`src/rtl/hs32_fetch_if.sv`:
```
// Fetch-stage bus bundle: memory read port on one side, decode handshake on the other.
`timescale 1ns/1ps
interface hs32_fetch_if;
    logic [31:0] addr;
    logic        rtrq;
    logic        ready;
    logic        dtr;
    logic [31:0] dread;
    logic [31:0] instd;
    logic [31:0] pc_d;
    logic        ackd;
    logic        reqd;
    logic        flush;
    logic [31:0] newpc;

    modport master (
        output addr, rtrq, instd, pc_d, ackd,
        input  ready, dtr, dread, reqd, flush, newpc
    );

    modport slave (
        input  addr, rtrq, instd, pc_d, ackd,
        output ready, dtr, dread, reqd, flush, newpc
    );
endinterface

```
`src/rtl/hs32_fetch.sv`:
```
// HS32 instruction fetch: one outstanding memory read at a time, results
// buffered in a small prefetch FIFO and offered to decode with a valid/ready pair.
`timescale 1ns/1ps
module hs32_fetch #(
    parameter logic [31:0] RESET_PC = 32'h0000_0000,
    parameter int unsigned DEPTH    = 2
) (
    input  logic         clk,
    input  logic         reset,
    hs32_fetch_if.master bus
);
    localparam int unsigned PW = $clog2(DEPTH);
    localparam int unsigned CW = PW + 1;

    typedef struct packed {
        logic [31:0] insn;
        logic [31:0] pc;
    } entry_t;

    typedef enum logic [1:0] {IDLE, REQ, WAIT, DROP} state_t;

    state_t        state;
    logic [31:0]   pc;
    logic [31:0]   req_pc;
    entry_t        fifo [DEPTH];
    logic [PW-1:0] rd_ptr;
    logic [PW-1:0] wr_ptr;
    logic [CW-1:0] count;

    logic          push_c;
    logic          pop_c;
    logic          can_issue_c;
    logic [PW-1:0] rd_ptr_nxt_c;
    logic [CW-1:0] count_nxt_c;
    entry_t        head_nxt_c;

    // FIFO bookkeeping; the head register is loaded with whatever will sit at the head next.
    always_comb begin
        push_c       = (state == WAIT) && bus.dtr && !bus.flush;
        pop_c        = bus.ackd && bus.reqd && !bus.flush;
        rd_ptr_nxt_c = pop_c ? rd_ptr + PW'(1) : rd_ptr;
        count_nxt_c  = count + CW'(push_c) - CW'(pop_c);
        can_issue_c  = count < CW'(DEPTH);
        if (push_c && ((count - CW'(pop_c)) == '0)) begin
            head_nxt_c.insn = bus.dread;
            head_nxt_c.pc   = req_pc;
        end else begin
            head_nxt_c = fifo[rd_ptr_nxt_c];
        end
    end

    always_ff @(posedge clk) begin
        if (push_c) begin
            fifo[wr_ptr] <= '{insn: bus.dread, pc: req_pc};
        end
    end

    always_ff @(posedge clk) begin
        if (!reset) begin
            state     <= IDLE;
            pc        <= RESET_PC;
            req_pc    <= '0;
            rd_ptr    <= '0;
            wr_ptr    <= '0;
            count     <= '0;
            bus.rtrq  <= 1'b0;
            bus.addr  <= '0;
            bus.ackd  <= 1'b0;
            bus.instd <= '0;
            bus.pc_d  <= '0;
        end else if (bus.flush) begin
            // An accepted read still owes us a dtr, so it must be drained in DROP.
            pc       <= bus.newpc;
            rd_ptr   <= '0;
            wr_ptr   <= '0;
            count    <= '0;
            bus.ackd <= 1'b0;
            bus.rtrq <= 1'b0;
            case (state)
                IDLE:       state <= IDLE;
                REQ:        state <= bus.ready ? DROP : IDLE;
                WAIT, DROP: state <= bus.dtr ? IDLE : DROP;
                default:    state <= IDLE;
            endcase
        end else begin
            rd_ptr   <= rd_ptr_nxt_c;
            count    <= count_nxt_c;
            bus.ackd <= (count_nxt_c != '0);
            if (push_c) begin
                wr_ptr <= wr_ptr + PW'(1);
            end
            if (count_nxt_c != '0) begin
                bus.instd <= head_nxt_c.insn;
                bus.pc_d  <= head_nxt_c.pc;
            end
            case (state)
                IDLE: begin
                    if (can_issue_c) begin
                        state    <= REQ;
                        bus.rtrq <= 1'b1;
                        bus.addr <= pc;
                        req_pc   <= pc;
                    end
                end
                REQ: begin
                    if (bus.ready) begin
                        pc       <= pc + 32'd4;
                        bus.rtrq <= 1'b0;
                        state    <= WAIT;
                    end
                end
                WAIT: begin
                    if (bus.dtr) begin
                        state <= IDLE;
                    end
                end
                DROP: begin
                    if (bus.dtr) begin
                        state <= IDLE;
                    end
                end
                default: state <= IDLE;
            endcase
        end
    end
endmodule

```
`src/flat_wrapper.sv`:
```
// flat-port wrapper written by rule: the top's interface ports become plain ports
module hs32_fetch_flat 
#(
    parameter logic [31:0] RESET_PC = 32'h0000_0000,
    parameter int unsigned DEPTH    = 2
)
  (clk, reset, bus_addr, bus_rtrq, bus_instd, bus_pc_d, bus_ackd, bus_ready, bus_dtr, bus_dread, bus_reqd, bus_flush, bus_newpc);
  hs32_fetch_if bus_i ();
  input  logic clk;
  input  logic reset;
  output wire logic [$bits(bus_i.addr)-1:0] bus_addr;
  output wire logic [$bits(bus_i.rtrq)-1:0] bus_rtrq;
  output wire logic [$bits(bus_i.instd)-1:0] bus_instd;
  output wire logic [$bits(bus_i.pc_d)-1:0] bus_pc_d;
  output wire logic [$bits(bus_i.ackd)-1:0] bus_ackd;
  input wire logic [$bits(bus_i.ready)-1:0] bus_ready;
  input wire logic [$bits(bus_i.dtr)-1:0] bus_dtr;
  input wire logic [$bits(bus_i.dread)-1:0] bus_dread;
  input wire logic [$bits(bus_i.reqd)-1:0] bus_reqd;
  input wire logic [$bits(bus_i.flush)-1:0] bus_flush;
  input wire logic [$bits(bus_i.newpc)-1:0] bus_newpc;
  assign bus_addr = bus_i.addr;
  assign bus_rtrq = bus_i.rtrq;
  assign bus_instd = bus_i.instd;
  assign bus_pc_d = bus_i.pc_d;
  assign bus_ackd = bus_i.ackd;
  assign bus_i.ready = bus_ready;
  assign bus_i.dtr = bus_dtr;
  assign bus_i.dread = bus_dread;
  assign bus_i.reqd = bus_reqd;
  assign bus_i.flush = bus_flush;
  assign bus_i.newpc = bus_newpc;
  hs32_fetch #(.RESET_PC(RESET_PC), .DEPTH(DEPTH)) u_core (.clk(clk), .reset(reset), .bus(bus_i));
endmodule
```
`config.mk`:
```
export PLATFORM = sky130hd
export DESIGN_NAME = hs32_fetch_flat
export DESIGN_NICKNAME = d
export VERILOG_FILES = /design/src/rtl/hs32_fetch_if.sv /design/src/rtl/hs32_fetch.sv /design/src/flat_wrapper.sv
export SDC_FILE = /design/constraint.sdc
export NUM_CORES = 1
export LEC_CHECK = 0
export BUFFER_PORTS_ARGS = -buffer_cell sky130_fd_sc_hd__buf_2
export CORE_ASPECT_RATIO = 1.2
export CORE_UTILIZATION = 50
export CTS_BUF_LIST = sky130_fd_sc_hd__clkbuf_4 sky130_fd_sc_hd__clkbuf_8
export DETAILED_ROUTE_END_ITERATION = 8
export PLACE_DENSITY = 0.72
export SKIP_LAST_GASP = 1
export SYNTH_ARGS = -nofsm -noshare
export SYNTH_HDL_FRONTEND = slang
export SYNTH_SLANG_ARGS = --single-unit
```
`constraint.sdc`:
```
create_clock -name clk -period 24 [get_ports clk]
set_input_delay 2.4 -clock clk [delete_from_list [all_inputs] [get_ports clk]]
set_output_delay 2.4 -clock clk [all_outputs]
set_load 0.01 [all_outputs]
```
==> results of run 1 <==
## power breakdown
part	total [mW]	internal, mW	switching (mW)
Combinational	0.0429	0.0164	0.0265
Sequential	0.491	0.480	0.0103
Clock	0.380	0.216	0.164
## worst max-delay path, stage by stage
cell and delay (ps):
buf_2 480, nand3b_1 360, inv_1 80, ha_1 290, inv_1 70, ha_1 150, xnor3_1 240, and2_4 200
nor2_4 70, buf_4 490, and2_1 640, a211oi_1 170
## cells in the mapped netlist, drive strengths merged, types with 2 or more instances
cell type	instances	area share
edfxtp	128	0.36
buf	31	0.013
nor4	4	0.0029
a211oi	16	0.011
dfxtp	136	0.26
nor3	25	0.012
xor2	17	0.014
mux2i	20	0.019
and4	3	0.0025
o211ai	48	0.034
a21oi	37	0.017
nor2	13	0.0055
nand3	58	0.027
nand2	194	0.069
and2	9	0.0055
nor2b	2	0.0012
o21ai	85	0.040
nand4	15	0.0088
and3	52	0.031
nand3b	3	0.0021
xnor2	15	0.012
clkbuf	45	0.016
a21boi	33	0.023
inv	7	0.0025
ha	3	0.0035
## routing by layer
layer	GRT usage	wire length, um	up-vias
met5	0	0	-
met4	0.0919	714	0
met3	0.0346	1060	47
met2	0.369	11900	220
met1	0.290	10600	3760
li1	-	-	3926
## flip-flops by register name (all words and copies together) (netlist names), 2 cells and up
register / count
u_core.bus.instd: 32
u_core.state: 2
u_core.pc: 32
u_core.fifo: 128
u_core.count: 2
u_core.req_pc: 32
u_core.bus.pc_d: 32
## metrics by stage
stage,area [um2],setup WS (ps),power [mW],instances,util
after floorplan,10600,14490,0.523,1008,-
after global placement,11600,18290,0.542,1379,0.556
after detailed placement,11600,18160,0.543,1379,0.556
after CTS,12500,18720,0.922,1455,0.597
after global routing,12500,18500,0.947,1456,0.597
final,12500,18700,0.913,1456,0.597
## layout make-up
| class | instances | area, um2 |
|---|---|---|
| fillers | 1810 | 8430 |
| clock inverters | 5 | 23.8 |
| well taps | 270 | 338 |
| flip-flops and latches | 264 | 6570 |
| diodes | 1 | 2.50 |
| clock buffers | 71 | 827 |
| multi-input cells | 661 | 3770 |
| inverters | 7 | 26.3 |
| repair buffers | 177 | 913 |
## logic make-up (layout without fill, tap and decap cells)
logic type                 Yosys count  after routing  share of synthesized area
other                                0              1                          0
DFF                                264            264                      0.618
AOI/OAI and AO/OA                  221            221                      0.127
xor gates and xnor gates            33             33                     0.0285
buffers and inverters               83            260                     0.0314
and+or+nand+nor                    383            383                      0.171
muxes                               21             21                     0.0199
adders and majority gates            3              3                    0.00353
## worst max path at each step
stage / from / to / slack [ps]
2_1_floorplan: bus_flush / u_core.fifo[0][0] / 14490
3_3_place_gp: bus_flush / u_core.bus.pc_d[26] / 18290
3_5_place_dp: bus_flush / u_core.bus.instd[1] / 18160
4_1_cts: bus_flush / u_core.bus.instd[1] / 18720
5_1_grt: bus_flush / u_core.bus.pc_d[26] / 18500
6_report: bus_flush / u_core.bus.pc_d[27] / 18700
==> qor.csv, run 1 <==
metric;value;unit
power density cells;73.2;mW/mm2
Clock Latency Late Sink;530;ps
Port Buffers;167;
register area share after synthesis;0.618;
crit path DAT;5670;ps
TritonRoute pass-1 iters;5;
Slew HR;0.272;
post-route clock period utilization;0.221;
Unique masters post-synth;41;
CP Launch Type;primary input;
Worst-path clk slew;60;ps
ys async rst share;0;
worst hold start;u_core.bus.pc_d[19];
H-Tree Depth;2;
Reg2Reg Depth;11;
synthesized net count;1081;
R2R Path End;u_core.bus.pc_d[27];
clk buf depth;3;
syn_area_per_cell;10.5;um2
commonest non-fill, non-tap cell in the layout;nand2_1;
hold endpoint;u_core.bus.pc_d[19];
die width;135;um
Post-DP HPWL;14500;um
Avg WL per Cell;16.7;um
Hold Buf Count CTS;0;
DIE AREA;0.0218;mm2
worst hold path class;reg -> reg;
post-cts repair resize count;0;
Critical Path Fanout Max;49;
Inserted Clock Buffers;41;
yosys warns;0;
initial drt markers;407;
drt via density;5.46;
Period minus WS final;5300;ps
max frequency;189;MHz
commonest cells after routing, fill and taps aside;194 x nand2_1, 166 x buf_2, 136 x dfxtp_1;
Row Count;58;
Critical Path RT;24370;ps
clock sinks;264;
run status;finished, final reports clean;
grt total ovfl;0;
# DRC;0;
core area;0.0209;mm2
Leakage;4.83;nW
nets;1225;
Mapped Cells;1008;
Peak supply drop;0.0412;mV
WHS Path Cells;2;
max_cap viols;0;
aggregate routed wire length;24300;um
number of synthesized flops with an enable pin;128;
initial antenna violation count;1;
CTS tree;built;
setup violators final;0;
via count;7953;
Critical R2R Launch;u_core.bus.ackd;
CP Class;in -> reg;
setup TNS;0;ps
Clock Skew;8.19;ps
Pins Over Slew Limit;0;
Worst Max-Slew Pin Slew;1090;ps
RSZ-0062 raised after global routing;no;
io pins;168;
Setup Fix Bufs, Post-CTS;0;
share of layout cells above drive strength 1;0.222;
Synth Register Bits;264;
Initial Util;0.509;
Area growth syn-to-layout;17.3;%
DIE HEIGHT;162;um
Detail Route Antenna Nets;0;
Mapped Area;0.0106;mm2
worst hold slack;456;ps
Setup crit end kind;flip-flop;
Root Buffer;clkbuf_8;
Primary FF master, synth;dfxtp_1;
All-Layer GR Usage;0.223;
vias in the first global route;7580;
final hold violation count;0;
routability cong.;0.830;
pin count of the biggest net entering global routing;114;
Worst R2R Setup Slack;20790;ps
first-pass GRT wire length;38700;um
No activity file was read; power rests on OpenSTA's default activity.
==> run 2: changes to the inputs <==
ABC_AREA = 1   (was default)
PLACE_DENSITY = 0.71   (was 0.72)
clock period = 5.4 ns   (was 24 ns; I/O delays follow)
==> run 2 against run 1 <==
Sequential share of layout area down 4.2 points; total power increased to 4.6 times the previous value; wire length grew 22%; sequential cell count unchanged; worst hold slack lost 260 ps; via count increased by 25%; critical endpoint is now u_core.bus.pc_d[28]; largest cell class unchanged; largest power group unchanged; highest routed layer unchanged.
==> qor.csv, run 2 <==
metric;value;unit
Placed Area;0.0127;mm2
Worst-path clk slew;70;ps
max_cap viols;0;
Avg WL per Cell;15.4;um
vias in the first global route;9044;
Layout Utilization;0.586;
Setup crit end kind;flip-flop;
PnR worst setup slack;2500;ps
initial antenna violation count;0;
Initial Util;0.507;
post-route clock period utilization;0.537;
RSZ-0062 raised after global routing;no;
Worst Max-Slew Pin Slew;1160;ps
# DRC;0;
Power Total;4.17;mW
Period minus WS final;2900;ps
leading post-synthesis cells by cell area;edfxtp_1 33%, dfxtp_1 23%, nand2_1 12%, nand3_1 8.4%, nor2_1 5.8%;
register area;0.00657;mm2
die width;142;um
Critical Path Fanout Max;81;
initial drt markers;703;
post-route cell area;0.0135;mm2
worst slack, placed;1940;ps
drt via density;5.18;
Synth top area share;0.328;
CP max-delay cell;buf_4;
Layout Cells excl Fill;1920;
Slew HR;0.227;
yosys warns;0;
final hold violation count;0;
Synth area leader;edfxtp_1;
first-pass GRT wire length;46900;um
DIE AREA;0.0241;mm2
grt total ovfl;0;
post-cts repair resize count;0;
Leakage;5.53;nW
number of synthesized flops with an enable pin;128;
ant diodes;0;
via count;9936;
Port Buffers;167;
fill cell count;2125;
pin count of the biggest net entering global routing;82;
Synth Register Bits;264;
Detail Route Antenna Nets;0;
power density cells;308;mW/mm2
Setup Fix Bufs, Post-CTS;0;
CTS tree;built;
Area growth syn-to-layout;15.5;%
TritonRoute pass-1 iters;5;
nets;1645;
Post-DP HPWL;17900;um
core area;0.0231;mm2
crit path DAT;3340;ps
Peak supply drop;0.181;mV
CP Buf/Inv Count;5;
H-Tree Depth;2;
commonest non-fill, non-tap cell in the layout;nand2_1;
ys async rst share;0;
ordered cell list for the critical path;buf_2, clkinv_2, nand3_1, inv_1, ha_1, inv_1, ha_1, nand2_1, nand3_4, buf_4, nand3_1, nor2_1, nor2_1;
All-Layer GR Usage;0.248;
Root Buffer;clkbuf_8;
count leader, synth;nand2_1;
uppermost layer routed;met4;
area of the multi-input gates;0.00431;mm2
io pins;168;
top post-synthesis cells by count;376 x nand2_1, 196 x nand3_1, 180 x nor2_1, 136 x dfxtp_1, 128 x edfxtp_1;
Inst Count DP;1843;
routability cong.;0.865;
synthesized net count;1507;
Largest register FFs;128;
Clock Latency Late Sink;540;ps
Critical Path RT;5840;ps
commonest cells after routing, fill and taps aside;374 x nand2_1, 196 x nand3_1, 178 x nor2_1;
Row Count;61;
M1 WL;12900;um
met3 wire length;1690;um
clock sinks;264;
CP Launch Type;primary input;
CP Class;in -> reg;
aggregate routed wire length;29600;um
Mapped Cells;1434;
share of layout cells above drive strength 1;0.166;
Pins Over Slew Limit;0;
Unique masters post-synth;33;
Inserted Clock Buffers;42;
Primary FF master, synth;dfxtp_1;
setup violators final;0;
clk buf depth;3;
worst hold slack;198;ps
met2 WL post-DR;14300;um
max frequency;345;MHz
max incr delay on CP;720;ps
register area share after synthesis;0.560;
Hold Buf Count CTS;0;
CP delay by family, top;buffers and inverters;
DIE HEIGHT;170;um
Mapped Area;0.0117;mm2
syn_area_per_cell;8.18;um2
Clock Skew;13.7;ps
run status;finished, final reports clean;
setup TNS;0;ps
largest register by flop count;u_core.fifo;
worst hold path class;in -> reg;
-- run 2: cell types whose count changed after synthesis, sizes merged, moves of 47 or more --
| cell | before | now |
|---|---|---|
| inv | 7 | 117 |
| nand3 | 58 | 199 |
| a21oi | 37 | 122 |
| o21ai | 85 | 35 |
| nand2 | 194 | 378 |
| o211ai | 48 | 1 |
| nor2 | 13 | 182 |
| and3 | 52 | 1 |
-- run 2: kinds of logic after synthesis --
group	after synthesis	synth area share
buffers and inverters	207	0.0750
adder cells (fa/ha/maj)	3	0.00320
flip-flops	264	0.560
AO/OA/AOI/OAI	183	0.0833
AND/OR/NAND/NOR	771	0.274
XOR/XNOR	6	0.00448
-- run 2: worst paths after layout --
| check | from | end | slack [ps] | depth (start not counted) |
|---|---|---|---|---|
| hold / removal | bus_dread[10] | u_core.fifo[1][42] | 200 | 1 |
| hold reg to reg | u_core.pc[0] | u_core.pc[0] | 470 | 2 |
| setup / recovery | bus_flush | u_core.bus.pc_d[28] | 2500 | 13 |
| setup reg to reg | u_core.state[0] | u_core.bus.pc_d[28] | 2860 | 10 |
-- run 2: metal layers --
metal,vias to the layer above,GRT usage
met1,4583,0.327
met5,-,0
li1,4975,-
met4,0,0.0799
met3,57,0.0387
met2,321,0.417
-- run 2: area by class of cell --
type	instances	share of cell area
sequential	264	0.485
multi-input combinational	963	0.318
timing repair buffer	183	0.0706
clock buffer	59	0.0544
inverter	118	0.0328
tap	315	0.0291
clock inverter	18	0.0103
-- run 2: power breakdown --
group	internal [mW]	switching (mW)	leakage [nW]
Clock	0.982	0.772	0.458
Sequential	2.13	0.0454	2.30
Combinational	0.0802	0.161	2.77
Total	3.20	0.978	5.53
==> run 3: changes to the inputs <==
ABC_AREA = 0   (was 1)
PLACE_DENSITY = 0.75   (was 0.71)
clock period = 2.4 ns   (was 5.4 ns; I/O delays follow)
==> run 3 against run 2 <==
Register-to-register slack got worse by 2700 ps; critical path type is now reg -> reg; cell area decreased by 2.2%; sequential share of layout area increased by 1.1 points; setup slack got worse by 2400 ps.
==> qor.csv, run 3 (synthesized netlist as in run 1, its figures left out) <==
metric;value;unit
CTS tree;built;
post-route clock period utilization;0.947;
Row Count;58;
Post-DP HPWL;15300;um
TritonRoute pass-1 iters;5;
Clock Latency Late Sink;520;ps
via count;8184;
worst hold slack;27.8;ps
register area;0.00657;mm2
io pins;168;
commonest cells after routing, fill and taps aside;193 x nand2_1, 166 x buf_2, 135 x dfxtp_1;
Critical Path Fanout Max;16;
vias in the first global route;8073;
pin count of the biggest net entering global routing;97;
worst hold path class;in -> reg;
grt total ovfl;0;
final hold violation count;0;
Avg WL per Cell;16.4;um
Layout Cells excl Fill;1525;
DIE HEIGHT;162;um
core area;0.0209;mm2
Setup Fix Bufs, Post-CTS;0;
Detail Route Antenna Nets;0;
share of layout cells above drive strength 1;0.223;
area of the multi-input gates;0.00380;mm2
CP Launch Type;flip-flop;
commonest non-fill, non-tap cell in the layout;nand2_1;
crit path DAT;2670;ps
run status;finished, final reports clean;
largest register by flop count;u_core.fifo;
max frequency;440;MHz
Root Buffer;clkbuf_8;
Leakage;5.17;nW
aggregate routed wire length;25000;um
Worst-path clk slew;60;ps
clock sinks;264;
Area growth syn-to-layout;24.7;%
Peak supply drop;0.391;mV
routability cong.;0.815;
Pins Over Slew Limit;0;
ant diodes;0;
Slew HR;0.650;
Setup crit end kind;flip-flop;
# DRC;0;
Inserted Clock Buffers;41;
max_cap viols;0;
CP Class;reg -> reg;
Period minus WS final;2270;ps
Critical Path RT;2800;ps
Worst Max-Slew Pin Slew;524;ps
Port Buffers;167;
DIE AREA;0.0218;mm2
setup violators final;0;
Clock Skew;18.1;ps
drt via density;5.37;
initial drt markers;468;
RSZ-0062 raised after global routing;no;
H-Tree Depth;2;
first-pass GRT wire length;39600;um
clk buf depth;3;
nets;1298;
Initial Util;0.509;
Largest register FFs;128;
crit path from;u_core.bus.ackd;
Critical R2R Launch;u_core.bus.ackd;
initial antenna violation count;0;
worst hold start;bus_newpc[28];
Inst Count DP;1399;
All-Layer GR Usage;0.227;
setup TNS;0;ps
power density cells;679;mW/mm2
die width;135;um
fill cell count;1695;
-- run 3: changes by cell type in the layout (fill, tap and decap cells not counted), sizes merged, moves of 17 or more --
cell,delta
nand3,-141
o211ai,+47
nor2,-169
o21ai,+50
a21boi,+33
a22oi,-17
nand2,-184
inv,-110
dlygate4sd3,+52
a21oi,-85
nor3,+21
and3,+51
mux2i,+20
-- run 3: layout make-up --
type | count | area share
clock buffer | 59 | 0.0542
clock inverter | 14 | 0.00444
inverter | 7 | 0.00198
multi-input combinational | 661 | 0.287
sequential | 264 | 0.495
tap | 270 | 0.0255
timing repair buffer | 250 | 0.132
-- run 3: what timing repair did --
item                                    in CTS  in global routing
endpoints found under the setup margin       0                 23
hold endpoints to repair                    84                  0
hold buffers                                52                  0
resized for setup                            0                  4
-- run 3: per-stage QoR --
stage	instance area (um2)	total power, mW	worst slack (ps)	utilization
final	13300	9.00	126	0.634
after detailed placement	11900	5.45	-0.988	0.570
after global routing	13300	9.31	8.89	0.634
after global placement	11900	5.44	95.3	0.570
after CTS	13200	9.06	78.3	0.632
after floorplan	10700	5.24	-613	-
-- run 3: layer usage --
metal / global-route usage / wire, um
met5: 0 / 0
met2: 0.386 / 12200
met3: 0.0387 / 1130
met1: 0.288 / 11000
met4: 0.0878 / 656
-- run 3: path summary, 6_finish.rpt --
| path | cells past startpoint | slack [ps] | to |
|---|---|---|---|
| setup reg to reg | 11 | 130 | u_core.bus.pc_d[23] |
| hold / removal | 5 | 30 | u_core.pc[28] |
| hold reg to reg | 2 | 450 | u_core.bus.pc_d[4] |
| setup / recovery | 11 | 130 | u_core.bus.pc_d[23] |
-- run 3: where the power goes --
| group | internal [mW] | total [mW] | switching, mW |
|---|---|---|---|
| registers | 4.80 | 4.90 | 0.0981 |
| clock network | 1.92 | 3.57 | 1.65 |
| logic | 0.239 | 0.527 | 0.288 |
-- run 3: worst max-delay path: stages (launching register included) --
cell and delay, ps:
dfxtp_1 310, nand3b_1 140, inv_1 60, ha_1 280
inv_1 60, ha_1 140, xnor3_1 220, and2_4 190
or2_4 280, buf_12 170, nor3_1 200, a211oi_1 80
